**src/rtl/demo_pkg.sv**
```systemverilog
// demo_pkg: shared types and widths for the demo scene sequencer
package demo_pkg;
  typedef enum logic [1:0] {FADE_IN, HOLD, FADE_OUT, NEXT} state_t;
  localparam int SCROLL_W = 10;
  localparam int FADE_W = 2;
  localparam int SCENE_W = 2;
endpackage

```
**src/rtl/demo_scene_sequencer_vsync_edge.sv**
```systemverilog
// vsync_edge: registered one-cycle frame pulse on the vsync assertion edge
module vsync_edge #(
  parameter bit VSYNC_POL = 1'b0
) (
  input  logic clk,
  input  logic rst_n,
  input  logic vsync,
  output logic frame_tick
);
  logic vsync_q;
  // history starts at the active level so a vsync held active through reset is not an edge
  always_ff @(posedge clk or negedge rst_n) begin
    if (!rst_n) begin
      vsync_q <= VSYNC_POL;
      frame_tick <= 1'b0;
    end else begin
      vsync_q <= vsync;
      frame_tick <= (vsync == VSYNC_POL) && (vsync_q != VSYNC_POL);
    end
  end
endmodule

```
**src/rtl/demo_scene_sequencer.sv**
```systemverilog
// demo_scene_sequencer: per-frame scene/fade FSM and scroll accumulator for the VGA demo
module demo_scene_sequencer
  import demo_pkg::*;
#(
  parameter int NUM_SCENES = 4,
  parameter int HOLD_FRAMES = 240,
  parameter int FADE_FRAMES = 8,
  parameter bit VSYNC_POL = 1'b0
) (
  input  logic                clk,
  input  logic                rst_n,
  input  logic                vsync,
  input  logic                pause,
  input  logic                step_next,
  input  logic [1:0]          speed,
  output logic                frame_tick,
  output logic [SCENE_W-1:0]  scene,
  output logic [FADE_W-1:0]   fade,
  output logic [SCROLL_W-1:0] scroll_x
);
  localparam int CNT_MAX = (HOLD_FRAMES > FADE_FRAMES) ? HOLD_FRAMES : FADE_FRAMES;
  localparam int CW = (CNT_MAX > 1) ? $clog2(CNT_MAX) : 1;
  localparam logic [CW-1:0] FADE_LAST = CW'(FADE_FRAMES - 1);
  localparam logic [CW-1:0] HOLD_LAST = CW'(HOLD_FRAMES - 1);
  localparam logic [SCENE_W-1:0] SCENE_LAST = SCENE_W'(NUM_SCENES - 1);
  state_t state, state_n;
  logic [CW-1:0] fcnt, fcnt_n;
  logic [FADE_W-1:0] fade_n;
  logic [SCENE_W-1:0] scene_n;
  logic [SCROLL_W-1:0] scroll_n;
  logic [1:0] pause_s, step_s, speed_m, speed_s;
  logic step_d, step_pending;
  logic tick, step_rise;
  vsync_edge #(.VSYNC_POL(VSYNC_POL)) u_vsync_edge (
    .clk(clk), .rst_n(rst_n), .vsync(vsync), .frame_tick(frame_tick)
  );
  assign tick = frame_tick & ~pause_s[1];
  assign step_rise = step_s[1] & ~step_d;
  always_ff @(posedge clk or negedge rst_n) begin
    if (!rst_n) begin
      pause_s <= '0;
      step_s <= '0;
      step_d <= 1'b0;
      speed_m <= '0;
      speed_s <= '0;
      step_pending <= 1'b0;
      state <= FADE_IN;
      fcnt <= '0;
      fade <= '0;
      scene <= '0;
      scroll_x <= '0;
    end else begin
      pause_s <= {pause_s[0], pause};
      step_s <= {step_s[0], step_next};
      step_d <= step_s[1];
      speed_m <= speed;
      speed_s <= speed_m;
      step_pending <= step_rise | (step_pending & ~tick);
      state <= state_n;
      fcnt <= fcnt_n;
      fade <= fade_n;
      scene <= scene_n;
      scroll_x <= scroll_n;
    end
  end
  always_comb begin
    state_n = state;
    fcnt_n = fcnt;
    fade_n = fade;
    scene_n = scene;
    scroll_n = scroll_x;
    if (tick) begin
      scroll_n = scroll_x + (SCROLL_W'(1) << speed_s);
      fcnt_n = fcnt + 1'b1;
      case (state)
        FADE_IN: begin
          if (step_pending) begin
            fcnt_n = '0;
            state_n = (fade == '0) ? NEXT : FADE_OUT;
          end else if (fcnt == FADE_LAST) begin
            fcnt_n = '0;
            fade_n = fade + 1'b1;
            state_n = (fade == 2'd2) ? HOLD : FADE_IN;
          end
        end
        HOLD: begin
          if (step_pending || fcnt == HOLD_LAST) begin
            fcnt_n = '0;
            state_n = (fade == '0) ? NEXT : FADE_OUT;
          end
        end
        FADE_OUT: begin
          if (fcnt == FADE_LAST) begin
            fcnt_n = '0;
            fade_n = (fade <= 2'd1) ? '0 : fade - 1'b1;
            state_n = (fade <= 2'd1) ? NEXT : FADE_OUT;
          end
        end
        NEXT: begin
          fcnt_n = '0;
          scene_n = (scene == SCENE_LAST) ? '0 : scene + 1'b1;
          state_n = FADE_IN;
        end
      endcase
    end
  end
endmodule

```
**config.mk**
```make
export PLATFORM = sky130hd
export DESIGN_NAME = demo_scene_sequencer
export DESIGN_NICKNAME = d
export VERILOG_FILES = /design/src/rtl/demo_pkg.sv /design/src/rtl/demo_scene_sequencer_vsync_edge.sv /design/src/rtl/demo_scene_sequencer.sv
export SDC_FILE = /design/constraint.sdc
export NUM_CORES = 1
export LEC_CHECK = 0
export BUFFER_PORTS_ARGS = -buffer_cell sky130_fd_sc_hd__buf_2
export CAP_MARGIN = 40
export CORE_MARGIN = 2
export CORE_UTILIZATION = 50
export DETAILED_ROUTE_END_ITERATION = 16
export PLACE_DENSITY_LB_ADDON = 0.08
export SLEW_MARGIN = 20
export SYNTH_ARGS = -nofsm -noshare
export SYNTH_HDL_FRONTEND = slang
export SYNTH_HIERARCHICAL = 1
export SYNTH_SLANG_ARGS = --single-unit
```
**constraint.sdc**
```tcl
create_clock -name clk -period 1.8 [get_ports clk]
set_input_delay 0.27 -clock clk [delete_from_list [all_inputs] [get_ports clk]]
set_output_delay 0.27 -clock clk [all_outputs]
set_load 0.01 [all_outputs]
```
# After elaboration in Yosys (flattened, before gate mapping)

Cells that the tools add are included.

Register bits: 36
Input bits: 7
Output and inout port bits: 15
Logic and storage cells: 66

$add $sub $neg: 5
Order comparisons: 1
Eq/ne operators: 12
Shift operators: 1
Mux-type cells: 18
Bitwise logic cells: 8
Reduce and logical (&&, ||, !) cells: 8

Operators with widths:

| kind                                                | number |
|---|---|
| one-hot mux 8 bit (4 select lines)                  | 1 |
| 2-to-1 mux 8 bit                                    | 3 |
| 2-to-1 mux 2 bit                                    | 9 |
| adder 10 bit                                        | 1 |
| left shift 1 x 2 -> 10 bit, first input constant    | 1 |
| adder 8 x 1 -> 8 bit, second input constant         | 1 |
| equality test 2 bit, second input constant          | 4 |
| equality test 8 x 3 -> 1 bit, second input constant | 1 |
| equality test 8 bit, second input constant          | 1 |
| != test 2 bit, second input constant                | 4 |
| one-hot mux 2 bit (4 select lines)                  | 1 |
| AND reduction 5 bit                                 | 1 |
| adder 2 x 1 -> 2 bit, second input constant         | 2 |
| zero test 2 bit                                     | 2 |
| NOT 1 bit                                           | 4 |
| one-hot mux 2 bit (2 select lines)                  | 1 |
| AND reduction 4 bit                                 | 1 |
| AND 1 bit                                           | 3 |
| 2-to-1 mux 1 bit                                    | 3 |
| != test 3 bit, second input constant                | 1 |
| equality test 2 x 1 -> 1 bit, second input constant | 1 |
| <= comparator 2 x 1 -> 1 bit, second input constant | 1 |
| AND reduction 2 bit                                 | 1 |
| nonzero test 2 bit                                  | 1 |
| 4 further kinds                                     | 4 |

# Depth between registers and ports, before layout

Gate-level depths: netlist of the first run.

Depth after elaboration: 5
Gate-level depth with buffers: 8
Gate-level depth less buffers: 8

# Hierarchy

Netlist of the first run, hierarchy kept.

Modules (own cells, without submodules):

| module               | instances | cells an instance | area an instance (um^2) | seq. area each (um^2) |
|---|---|---|---|---|
| demo_scene_sequencer | 1         | 165               | 1779.2                  | 850.8 |
| vsync_edge           | 1         | 3                 | 63.8                    | 50.0 |

# Worst setup path after synthesis of the first run

No wires, ideal clock.

Path kind: reg2reg
Start: reg speed_s[0]
End: reg scroll_x[6]
Library setup time: 0.126 ns
Data arrival time: 1.803 ns
Data required time: 1.674 ns
Slack: -0.129 ns
Stages on the path, launching flop included: 9
Buffers on the path: 0
Period minus slack after synthesis: 1.929 ns
Cells stage by stage: dfrtp_1 -> nor2_1 -> ha_1 -> inv_1 -> fa_1 -> nand2b_1 -> a211oi_1 -> nand3_1 -> xnor2_1

Cells in the longest elaborated chain, start to end: 2

Ends and longest elaborated chain:

| what                       | RTL line                   | RTL |
|---|---|---|
| start: declaration         | demo_scene_sequencer.sv:31 | `logic [1:0] pause_s, step_s, speed_m, speed_s;` |
| start signal: assignment   | demo_scene_sequencer.sv:57 | `speed_s <= speed_m;` |
| left shift 1 x 2 -> 10 bit | demo_scene_sequencer.sv:73 | `scroll_n = scroll_x + (SCROLL_W'(1) << speed_s);` |
| adder 10 bit               | demo_scene_sequencer.sv:73 |  |
| end signal: assignment     | demo_scene_sequencer.sv:63 | `scroll_x <= scroll_n;` |
| end: declaration           | demo_scene_sequencer.sv:19 | `output logic [SCROLL_W-1:0] scroll_x` |

No other way between the ends.
A chain may end at the register's enable or synchronous reset.

# Worst setup path in the final report of the first run

Same ends and word-level chain as after synthesis.

==> results of run 1 <==
==> metal layers <==
metal  wire [µm]  part of all wire (%)  track usage (%)  vias to the layer above
met2        1680                    50             31.1                       25
met5           0                     0                0                        -
met1        1460                    44             23.7                      641
met3         135                   4.0             5.38                        5
li1            -                     -                -                      659
met4          64                   1.9             8.78                        0
==> power breakdown <==
part / internal, mW / switching [mW]
logic: 0.418 / 0.454
registers: 0.947 / 0.139
clock network: 0.274 / 0.319
==> kinds of logic after synthesis <==
group	after synthesis	synth area share, %
simple gates	55	16.9
flops	36	48.9
compound gates	27	9.64
fa+ha+maj	16	11.3
xor+xnor	13	6.18
buf+inv	13	2.72
mux	8	4.41
==> final timing paths <==
| kind | from | end | slack [ps] | cells after the start |
|---|---|---|---|---|
| max | speed_s[0]$_DFF_PN0_ | scroll_x[6]$_DFFE_PN0P_ | -20 | 8 |
| min | rst_n | scroll_x[3]$_DFFE_PN0P_ | -4 | 2 |
| max reg2reg | speed_s[0]$_DFF_PN0_ | scroll_x[6]$_DFFE_PN0P_ | -20 | 8 |
| min reg2reg | speed_m[1]$_DFF_PN0_ | speed_s[1]$_DFF_PN0_ | 360 | 0 |
| max in group asynchronous | rst_n | fcnt[6]$_DFFE_PN0P_ | 1490 | 2 |
| min in group clk | pause | pause_s[0]$_DFF_PN0_ | 70 | 1 |
==> repair_timing <==
action,CTS,global route
setup endpoints to repair,5,9
resized for setup,2,4
buffers inserted,2,2
pin swaps,4,8
==> cells in the mapped netlist (2+ instances only) <==
library cell	number	area share, %
o211ai_1	2	0.81
nor3_1	3	0.81
ha_1	15	10
o21ai_0	6	1.6
a21oi_1	9	2.4
inv_1	10	2.0
nand3_1	4	1.1
xnor2_1	9	4.3
nor2_1	6	1.2
xor2_1	4	1.9
nand4b_1	2	0.95
dfrtp_1	36	49
mux2i_1	7	3.8
nand2b_1	5	1.7
nand4_1	4	1.4
nor2b_1	6	2.0
o211ai_2	2	1.4
and2_1	2	0.68
nand2_1	16	3.3
==> worst reg2reg max path, stage by stage (launching register included) <==
cell	delay, ps
dfrtp_1	380
nor2_1	110
ha_2	190
inv_2	40
fa_2	330
nand2b_4	150
a211oi_4	240
nand3_1	130
xnor2_1	140
==> area by class of cell <==
type                            count  area (µm²)
Timing Repair Buffer               37         225
Fill cell                         304        1340
Multi-Input combinational cell    119         946
Sequential cell                    36         901
Tap cell                           48        60.1
Clock buffer                        5        68.8
Inverter                           10        37.5
Clock inverter                      3        23.8
==> results.tsv, run 1 <==
stage	metric	value	unit
run_status	status	finished with violations	
run_status	failing checks	hold timing, setup timing	
placement	Detailed Place HPWL	2360	µm
job	max cap viols	0	
synth	Post-Syn Area	1840	µm²
sta	Fin Setup TNS	-23.7	ps
synth	ys flop type	dfrtp_1	
die	Starting Density	51.1	%
synth	flops & latches, synth	36	
placement	post-place setup slack	-68.6	ps
setup_path	worst-path fanout max	3	
min_path	min-delay worst type	input port to async pin	
sta	crit path time final	1820	ps
die	Chip Height	64.7	µm
clock_network	clk_lat worst skew	300	ps
setup_path	crit path launch type	register	
clock_network	clock root buffer	clkbuf_8	
sta	Setup-failing EPs final	1	
synth	Synth cell types	39	
synth	Post-Syn Instances	168	
die	die area	4190	µm²
routing	Vias/cell	5.16	
clock_network	# clock sinks	36	
sta	Slew Limit Fails	0	
final_layout	commonest non-fill, non-tap cell in the layout	dfrtp_1	
setup_path	WP data required	1990	ps
final_layout	most frequent cells in the layout	dfrtp_1 (36), buf_2 (21), nand2_1 (16), buf_4 (16), ha_1 (12)	
synth	Post-synth ARST share	100	%
die	I/O pin count	22	
sta	Worst-Margin Slew	447	ps
synth	Synth Warn #	6	
clock_network	cts bufs inserted	5	
synth	Post-Syn Nets	191	
clock_network	CTS tree	done	
setup_path	Largest stage delay, worst path	380	ps
sta	Final Hold Fails	5	
routing	DRT iter0 DRCs	68	
setup_path	Crit path max-delay family	adder cells	
routing	vias after detailed routing	1330	
routing	wire per inst	12.9	µm
final_layout	max reg flops	10	
sta	Setup WS post-layout	-23.7	ps
global_routing	Tot GR Track Use	19.2	%
setup_path	Critical Setup Path Class	register to register	
sta	hold_ws	-3.71	ps
placement	Cells after DPL	246	
die	# rows	22	
final_layout	largest register by flop count	scroll_x	
clock_network	CTS Hold Bufs	0	
placement	RePlAce Congestion	0.772	
global_routing	largest net degree at the start of global routing	37	
die	core area	3610	µm²
final_layout	Synth-to-Final Area Change	22.7	%
die	Die X	64.7	µm
global_routing	initial antenna violation count	0	
placement	PortBufs	21	
setup_path	endpoint class of the critical path	register	
final_layout	Diodes inserted	0	
clock_network	clk slew on worst S/H paths	80	ps
routing	DR pass1 iterations	4	
final_layout	final net count	232	
global_routing	number of global-route vias before repair	1320	
clock_network	htree depth	2	
sta	Max-slew headroom	70.1	%
routing	DRT Wirelength	3340	µm
final_layout	final design utilization	62.7	%
synth	post-synthesis sequential area ratio	48.9	%
setup_path	crit path cell chain	nor2_1 -> ha_2 -> inv_2 -> fa_2 -> nand2b_4 -> a211oi_4 -> nand3_1 -> xnor2_1	
clock_network	buffer depth of the longest clock path	2	
routing	drt drc	0	
setup_path	crit path max-delay cell type	dfrtp_1	
final_layout	fraction of layout cells with a size suffix above 1	29.5	%
power_and_ir_drop	Worst IR Drop VDD	0.732	mV
power_and_ir_drop	Cell Pwr Density	1130	nW/µm²
power_and_ir_drop	Design Power	2.55	mW
placement	placed inst area	2110	µm²
final_layout	fin cells	258	
final_layout	Finished Cell Area	2260	µm²
synth	number of flops mapped to enable cells by yosys	0	
sta	fin crit share	101	%
power_and_ir_drop	leakage	1.10	nW
global_routing	gr ovfl total	0	
global_routing	first-pass GRT wire length	6010	µm
final_layout	Largest regs	scroll_x x10, fcnt x8	
setup_path	number of buffers and inverters on the critical path	1	
routing	antenna viol nets, final	0	
synth	Avg Inst Size Synth	11.0	µm²
sta	skew final	11.0	ps
sta	RSZ-0062 raised after global routing	true	
setup_path	data arrival time of the worst path	2010	ps
sta	Peak Freq	548	MHz
Power figures use the tool's default switching activity.
==> run 2, diff against run 1 <==
--- a/config.mk
+++ b/config.mk
@@ -9,10 +9,10 @@
 export CAP_MARGIN = 40
 export CORE_MARGIN = 2
 export CORE_UTILIZATION = 50
+export CTS_BUF_LIST = sky130_fd_sc_hd__clkbuf_8
 export DETAILED_ROUTE_END_ITERATION = 16
 export PLACE_DENSITY_LB_ADDON = 0.08
 export SLEW_MARGIN = 20
 export SYNTH_ARGS = -nofsm -noshare
 export SYNTH_HDL_FRONTEND = slang
-export SYNTH_HIERARCHICAL = 1
 export SYNTH_SLANG_ARGS = --single-unit
==> results.tsv, run 2 <==
stage	metric	value	unit
routing	DRT iter0 DRCs	51	
synth	Synth cell types	37	
synth	most frequent cells after synthesis	dfrtp_1 (36), nand2_1 (20), ha_1 (15)	
routing	top sig layer	met4	
synth	count leader, synth	dfrtp_1	
die	# rows	22	
routing	antenna viol nets, final	0	
clock_network	cts bufs inserted	5	
synth	share of the synthesized area in the top cell type	48.3	%
die	core area	3630	µm²
routing	Vias/cell	5.30	
synth	Synth Warn #	0	
die	Chip Height	65.1	µm
global_routing	initial antenna violation count	0	
min_path	min-delay worst type	input port to async pin	
setup_path	worst-path fanout max	3	
setup_path	data arrival time of the worst path	1970	ps
synth	Avg Inst Size Synth	10.5	µm²
final_layout	largest register by flop count	scroll_x	
synth	Post-Syn Instances	178	
sta	fin crit share	97.8	%
clock_network	clk slew on worst S/H paths	70	ps
clock_network	clk_lat worst skew	290	ps
synth	Post-Syn Nets	201	
setup_path	R2R depth	7	
final_layout	most frequent cells in the layout	dfrtp_1 (36), buf_2 (21), nand2_1 (20)	
routing	met2 wire len	1800	µm
final_layout	Fillers	322	
routing	drt drc	0	
placement	PortBufs	21	
clock_network	CTS Hold Bufs	0	
final_layout	Diodes inserted	0	
sta	Slew Limit Fails	0	
routing	DR pass1 iterations	4	
setup_path	CP startpoint	speed_s[1]$_DFF_PN0_	
routing	Post-Route M1 WL	1610	µm
synth	cell accounting for the most synthesized area	dfrtp_1	
setup_path	Worst R2R Start	speed_s[1]$_DFF_PN0_	
routing	routed wl met3	176	µm
placement	RePlAce Congestion	0.926	
setup_path	Critical Setup Path Class	register to register	
sta	Peak Freq	568	MHz
global_routing	gr ovfl total	0	
routing	DRT Wirelength	3640	µm
global_routing	first-pass GRT wire length	6290	µm
final_layout	commonest non-fill, non-tap cell in the layout	dfrtp_1	
clock_network	htree depth	2	
sta	skew final	8.47	ps
global_routing	number of global-route vias before repair	1438	
sta	Setup-failing EPs final	0	
placement	Detailed Place HPWL	2650	µm
routing	vias after detailed routing	1420	
sta	Max-slew headroom	70.7	%
power_and_ir_drop	Cell Pwr Density	1180	nW/µm²
final_layout	fin cells	268	
sta	Final Hold Fails	0	
power_and_ir_drop	Design Power	2.72	mW
setup_path	reg-to-reg setup timing slack	40	ps
global_routing	Tot GR Track Use	19.6	%
synth	Post-Syn Area	1870	µm²
power_and_ir_drop	leakage	1.16	nW
setup_path	WP data required	2010	ps
synth	number of flops mapped to enable cells by yosys	0	
setup_path	crit path launch type	register	
clock_network	clock root buffer	clkbuf_8	
final_layout	Synth-to-Final Area Change	23.7	%
setup_path	endpoint class of the critical path	register	
clock_network	CTS tree	done	
synth	post-synthesis sequential area ratio	48.3	%
synth	ys flop type	dfrtp_1	
final_layout	final net count	243	
die	die area	4240	µm²
clock_network	buffer depth of the longest clock path	2	
final_layout	Largest regs	scroll_x x10, fcnt x8	
routing	wire per inst	13.6	µm
synth	Post-synth ARST share	100	%
sta	RSZ-0062 raised after global routing	true	
die	Die X	65.1	µm
final_layout	Finished Cell Area	2310	µm²
clock_network	# clock sinks	36	
synth	flops & latches, synth	36	
global_routing	largest net degree at the start of global routing	37	
final_layout	max reg flops	10	
run_status	status	finished, final reports clean	
final_layout	fraction of layout cells with a size suffix above 1	31.4	%
placement	Cells after DPL	259	
die	I/O pin count	22	
sta	crit path time final	1760	ps
setup_path	Reg-to-Reg End	scroll_x[7]$_DFFE_PN0P_	
power_and_ir_drop	Worst IR Drop VDD	0.705	mV
die	Starting Density	51.4	%
sta	Worst-Margin Slew	439	ps
synth	synth top area cells	dfrtp_1 (48%), ha_1 (10%), nand2_1 (4.0%)	
placement	placed inst area	2140	µm²
job	max cap viols	0	
[run 2: cell count changes in the layout (fill, tap and decap cells not counted), sizes merged, moves of 2 or more]
cell	before	now
and3	0	3
clkinvlp	2	0
nand4	4	0
nand2b	5	7
o211ai	4	2
o21ai	6	10
nand2	16	20
xnor2	9	5
nand4b	2	0
buf	37	39
[run 2: layout make-up]
class / instances / area [µm²] / share of cell area (%)
multi-input combinational: 128 / 992 / 43.0
sequential: 36 / 901 / 39.0
timing repair buffer: 39 / 240 / 10.4
clock buffer: 5 / 68.8 / 2.98
tap: 48 / 60.1 / 2.60
inverter: 10 / 37.5 / 1.63
clock inverter: 2 / 8.76 / 0.379
[run 2: where the power goes]
group	internal (mW)	switching, mW	total, mW
registers	0.965	0.150	1.11
logic	0.518	0.556	1.07
clock network	0.257	0.271	0.528
total	1.74	0.977	2.72
[run 2: metal layers]
layer / vias up / track usage [%]
met5: - / 0
met4: 0 / 7.81
met3: 4 / 5.14
met2: 37 / 33.4
met1: 682 / 23.9
li1: 697 / -
[run 2: kinds of logic (layout without fill, tap and decap cells)]
logic type      Yosys count  after routing  synth area share (%)
simple gates             60             60                  17.5
flops                    36             36                  48.3
compound gates           33             33                  10.7
fa+ha+maj                16             16                  11.1
buf+inv                  14             56                  2.81
xor+xnor                 10             10                  4.69
mux                       9              9                  4.96
[run 2: worst max path at each step]
stage | endpoint | slack (ps) | cells past startpoint
2_1_floorplan | scroll_x[6]$_DFFE_PN0P_ | 10 | 8
3_3_place_gp | scroll_x[6]$_DFFE_PN0P_ | -50 | 8
5_1_grt | scroll_x[8]$_DFFE_PN0P_ | -80 | 8
6_report | scroll_x[7]$_DFFE_PN0P_ | 40 | 7
4_1_cts | scroll_x[5]$_DFFE_PN0P_ | 10 | 8
3_5_place_dp | scroll_x[8]$_DFFE_PN0P_ | -150 | 8
[run 2: through the flow]
| step | utilization, % | setup WS, ps | hold WS [ps] | TNS, ps |
|---|---|---|---|---|
| 2_1_floorplan | - | 9.64 | -25.6 | 0 |
| 3_3_place_gp | 58.8 | -45.8 | 330 | -82.4 |
| 3_5_place_dp | 58.8 | -151 | 333 | -310 |
| 4_1_cts | 61.5 | 14.4 | 20.2 | 0 |
| 5_1_grt | 63.5 | -78.1 | 30.6 | -223 |
| 6_report | 63.5 | 39.0 | 7.95 | 0 |
[run 2: timing repair]
action / in CTS / in global routing
setup endpoints to repair: 8 / 11
buffers inserted: 0 / 2
resized for setup: 9 / 14
pin swaps: 3 / 3
[run 2: critical path, stage by stage (launching register included)]
cell	delay [ps]
dfrtp_1	400
buf_4	140
nor2b_1	120
ha_1	280
buf_4	150
a211o_1	350
nand3_1	120
xnor2_1	120
==> run 3, diff against run 2 <==
==> constraint.sdc (replaced) <==
create_clock -name clk -period 1.7 [get_ports clk]
set_input_delay 0.255 -clock clk [delete_from_list [all_inputs] [get_ports clk]]
set_output_delay 0.255 -clock clk [all_outputs]
set_load 0.01 [all_outputs]
==> results.tsv, run 3 (synthesized netlist as in run 2, its figures left out) <==
stage	metric	value	unit
setup_path	crit path launch type	register	
global_routing	initial antenna violation count	0	
placement	placed inst area	2180	µm²
setup_path	Worst R2R Start	speed_s[1]$_DFF_PN0_	
die	die area	4240	µm²
clock_network	cts bufs inserted	5	
final_layout	Finished Cell Area	2420	µm²
setup_path	Reg-to-Reg End	scroll_x[6]$_DFFE_PN0P_	
final_layout	commonest non-fill, non-tap cell in the layout	dfrtp_1	
sta	Final Hold Fails	16	
setup_path	WP data required	1920	ps
global_routing	gr ovfl total	0	
power_and_ir_drop	Clk pwr share	18.7	%
power_and_ir_drop	internal power	1.93	mW
clock_network	# clock sinks	36	
final_layout	Diodes inserted	0	
sta	Slew Limit Fails	0	
run_status	failing checks	hold timing, setup timing	
clock_network	clock root buffer	clkbuf_8	
sta	Worst-Margin Slew	443	ps
clock_network	clk_lat worst skew	290	ps
routing	DRT Wirelength	3830	µm
final_layout	most frequent cells in the layout	dfrtp_1 (36), buf_4 (26), buf_2 (21)	
sta	hold_ws	-12.4	ps
global_routing	first-pass GRT wire length	6130	µm
sta	skew final	11.8	ps
sta	Setup-failing EPs final	4	
setup_path	endpoint class of the critical path	register	
sta	RSZ-0062 raised after global routing	true	
sta	Fin Setup TNS	-70.5	ps
setup_path	CP startpoint	speed_s[1]$_DFF_PN0_	
routing	antenna viol nets, final	0	
final_layout	register area	901	µm²
final_layout	max reg flops	10	
die	Chip Height	65.1	µm
routing	Vias/cell	5.19	
placement	Detailed Place HPWL	2580	µm
final_layout	Largest regs	scroll_x x10, fcnt x8	
power_and_ir_drop	sw power	1.10	mW
clock_network	CTS Hold Bufs	0	
setup_path	Critical Setup Path Class	register to register	
sta	Peak Freq	578	MHz
die	core area	3630	µm²
final_layout	Synth-to-Final Area Change	29.7	%
run_status	status	finished with violations	
job	max cap viols	0	
setup_path	R2R depth	8	
min_path	min-delay worst type	input port to async pin	
power_and_ir_drop	Logic pwr share	42.5	%
die	Starting Density	51.4	%
routing	DRT iter0 DRCs	38	
final_layout	largest register by flop count	scroll_x	
final_layout	Fillers	309	
sta	fin crit share	102	%
power_and_ir_drop	switching share of power	36.3	%
global_routing	largest net degree at the start of global routing	37	
sta	crit path time final	1730	ps
power_and_ir_drop	sequential power share	38.8	%
setup_path	data arrival time of the worst path	1950	ps
power_and_ir_drop	Cell Pwr Density	1250	nW/µm²
global_routing	Tot GR Track Use	19.1	%
final_layout	fraction of layout cells with a size suffix above 1	38.2	%
power_and_ir_drop	Worst IR Drop VDD	0.828	mV
routing	drt drc	0	
placement	RePlAce Congestion	0.847	
clock_network	CTS tree	done	
die	Die X	65.1	µm
sta	Max-slew headroom	70.5	%
setup_path	reg-to-reg setup timing slack	-30	ps
placement	PortBufs	21	
final_layout	final net count	251	
clock_network	htree depth	2	
final_layout	final design utilization	66.6	%
final_layout	area used by multi-input combinational logic	1040	µm²
power_and_ir_drop	leakage	1.21	nW
routing	wire per inst	13.9	µm
setup_path	worst-path fanout max	3	
sta	Setup WS post-layout	-28.9	ps
routing	DR pass1 iterations	4	
routing	vias after detailed routing	1433	
clock_network	clk slew on worst S/H paths	70	ps
clock_network	buffer depth of the longest clock path	2	
die	# rows	22	
global_routing	number of global-route vias before repair	1429	
die	I/O pin count	22	
-- run 3: changes by cell type in the layout (fill, tap and decap cells not counted), sizes merged --
cell	change
buf	+8
-- run 3: layout make-up --
type	count	area share, %
Timing Repair Buffer	47	12.4
Inverter	10	1.55
Multi-Input combinational cell	128	43.2
Clock buffer	5	2.84
Tap cell	48	2.48
Sequential cell	36	37.2
Clock inverter	2	0.362
-- run 3: how the worst max path moves through the flow --
stage	end	slack [ps]	cells past startpoint
after detailed placement	scroll_x[6]$_DFFE_PN0P_	-140	8
after floorplan	scroll_x[6]$_DFFE_PN0P_	-30	8
after global routing	scroll_x[6]$_DFFE_PN0P_	-170	8
after CTS	scroll_x[6]$_DFFE_PN0P_	-80	8
final	scroll_x[6]$_DFFE_PN0P_	-30	8
after global placement	scroll_x[6]$_DFFE_PN0P_	-60	8
-- run 3: through the flow --
step / instances / setup slack [ps] / total power [mW]
global placement: 265 / -63.5 / 2.22
detailed placement: 265 / -143 / 2.27
finish: 276 / -28.9 / 3.04
global route: 276 / -167 / 3.25
CTS: 274 / -76.7 / 2.88
floorplan: 178 / -34.3 / 1.81
-- run 3: power by group through the flow --
stage                     Combinational, mW  Sequential [mW]  Clock (mW)
after floorplan                       0.598             1.21           0
after global placement                 1.05             1.16           0
after detailed placement               1.09             1.18           0
after CTS                              1.14             1.16       0.582
after global routing                   1.43             1.21       0.617
final                                  1.29             1.18       0.569
-- run 3: layer usage --
layer	up-vias	part of all wire (%)	track usage, %
met5	-	0	0
met4	0	0.91	4.95
met3	4	4.6	5.48
met2	31	51	33.6
met1	686	43	23.1
li1	712	-	-
-- run 3: worst max-delay path: stages, from the launching register on --
cell and delay (ps):
dfrtp_1 400, nor2_1 100, ha_2 190, inv_2 40, fa_2 340, nor2b_2 130, o21ai_2 90, a211oi_2 210
xor2_1 160
-- run 3: what timing repair did --
action | 4_1_cts | 5_1_grt
endpoints found under the setup margin | 8 | 18
endpoints found under the hold margin | 0 | 0
setup buffers | 2 | 2
resized for setup | 9 | 28
pin swaps | 6 | 14
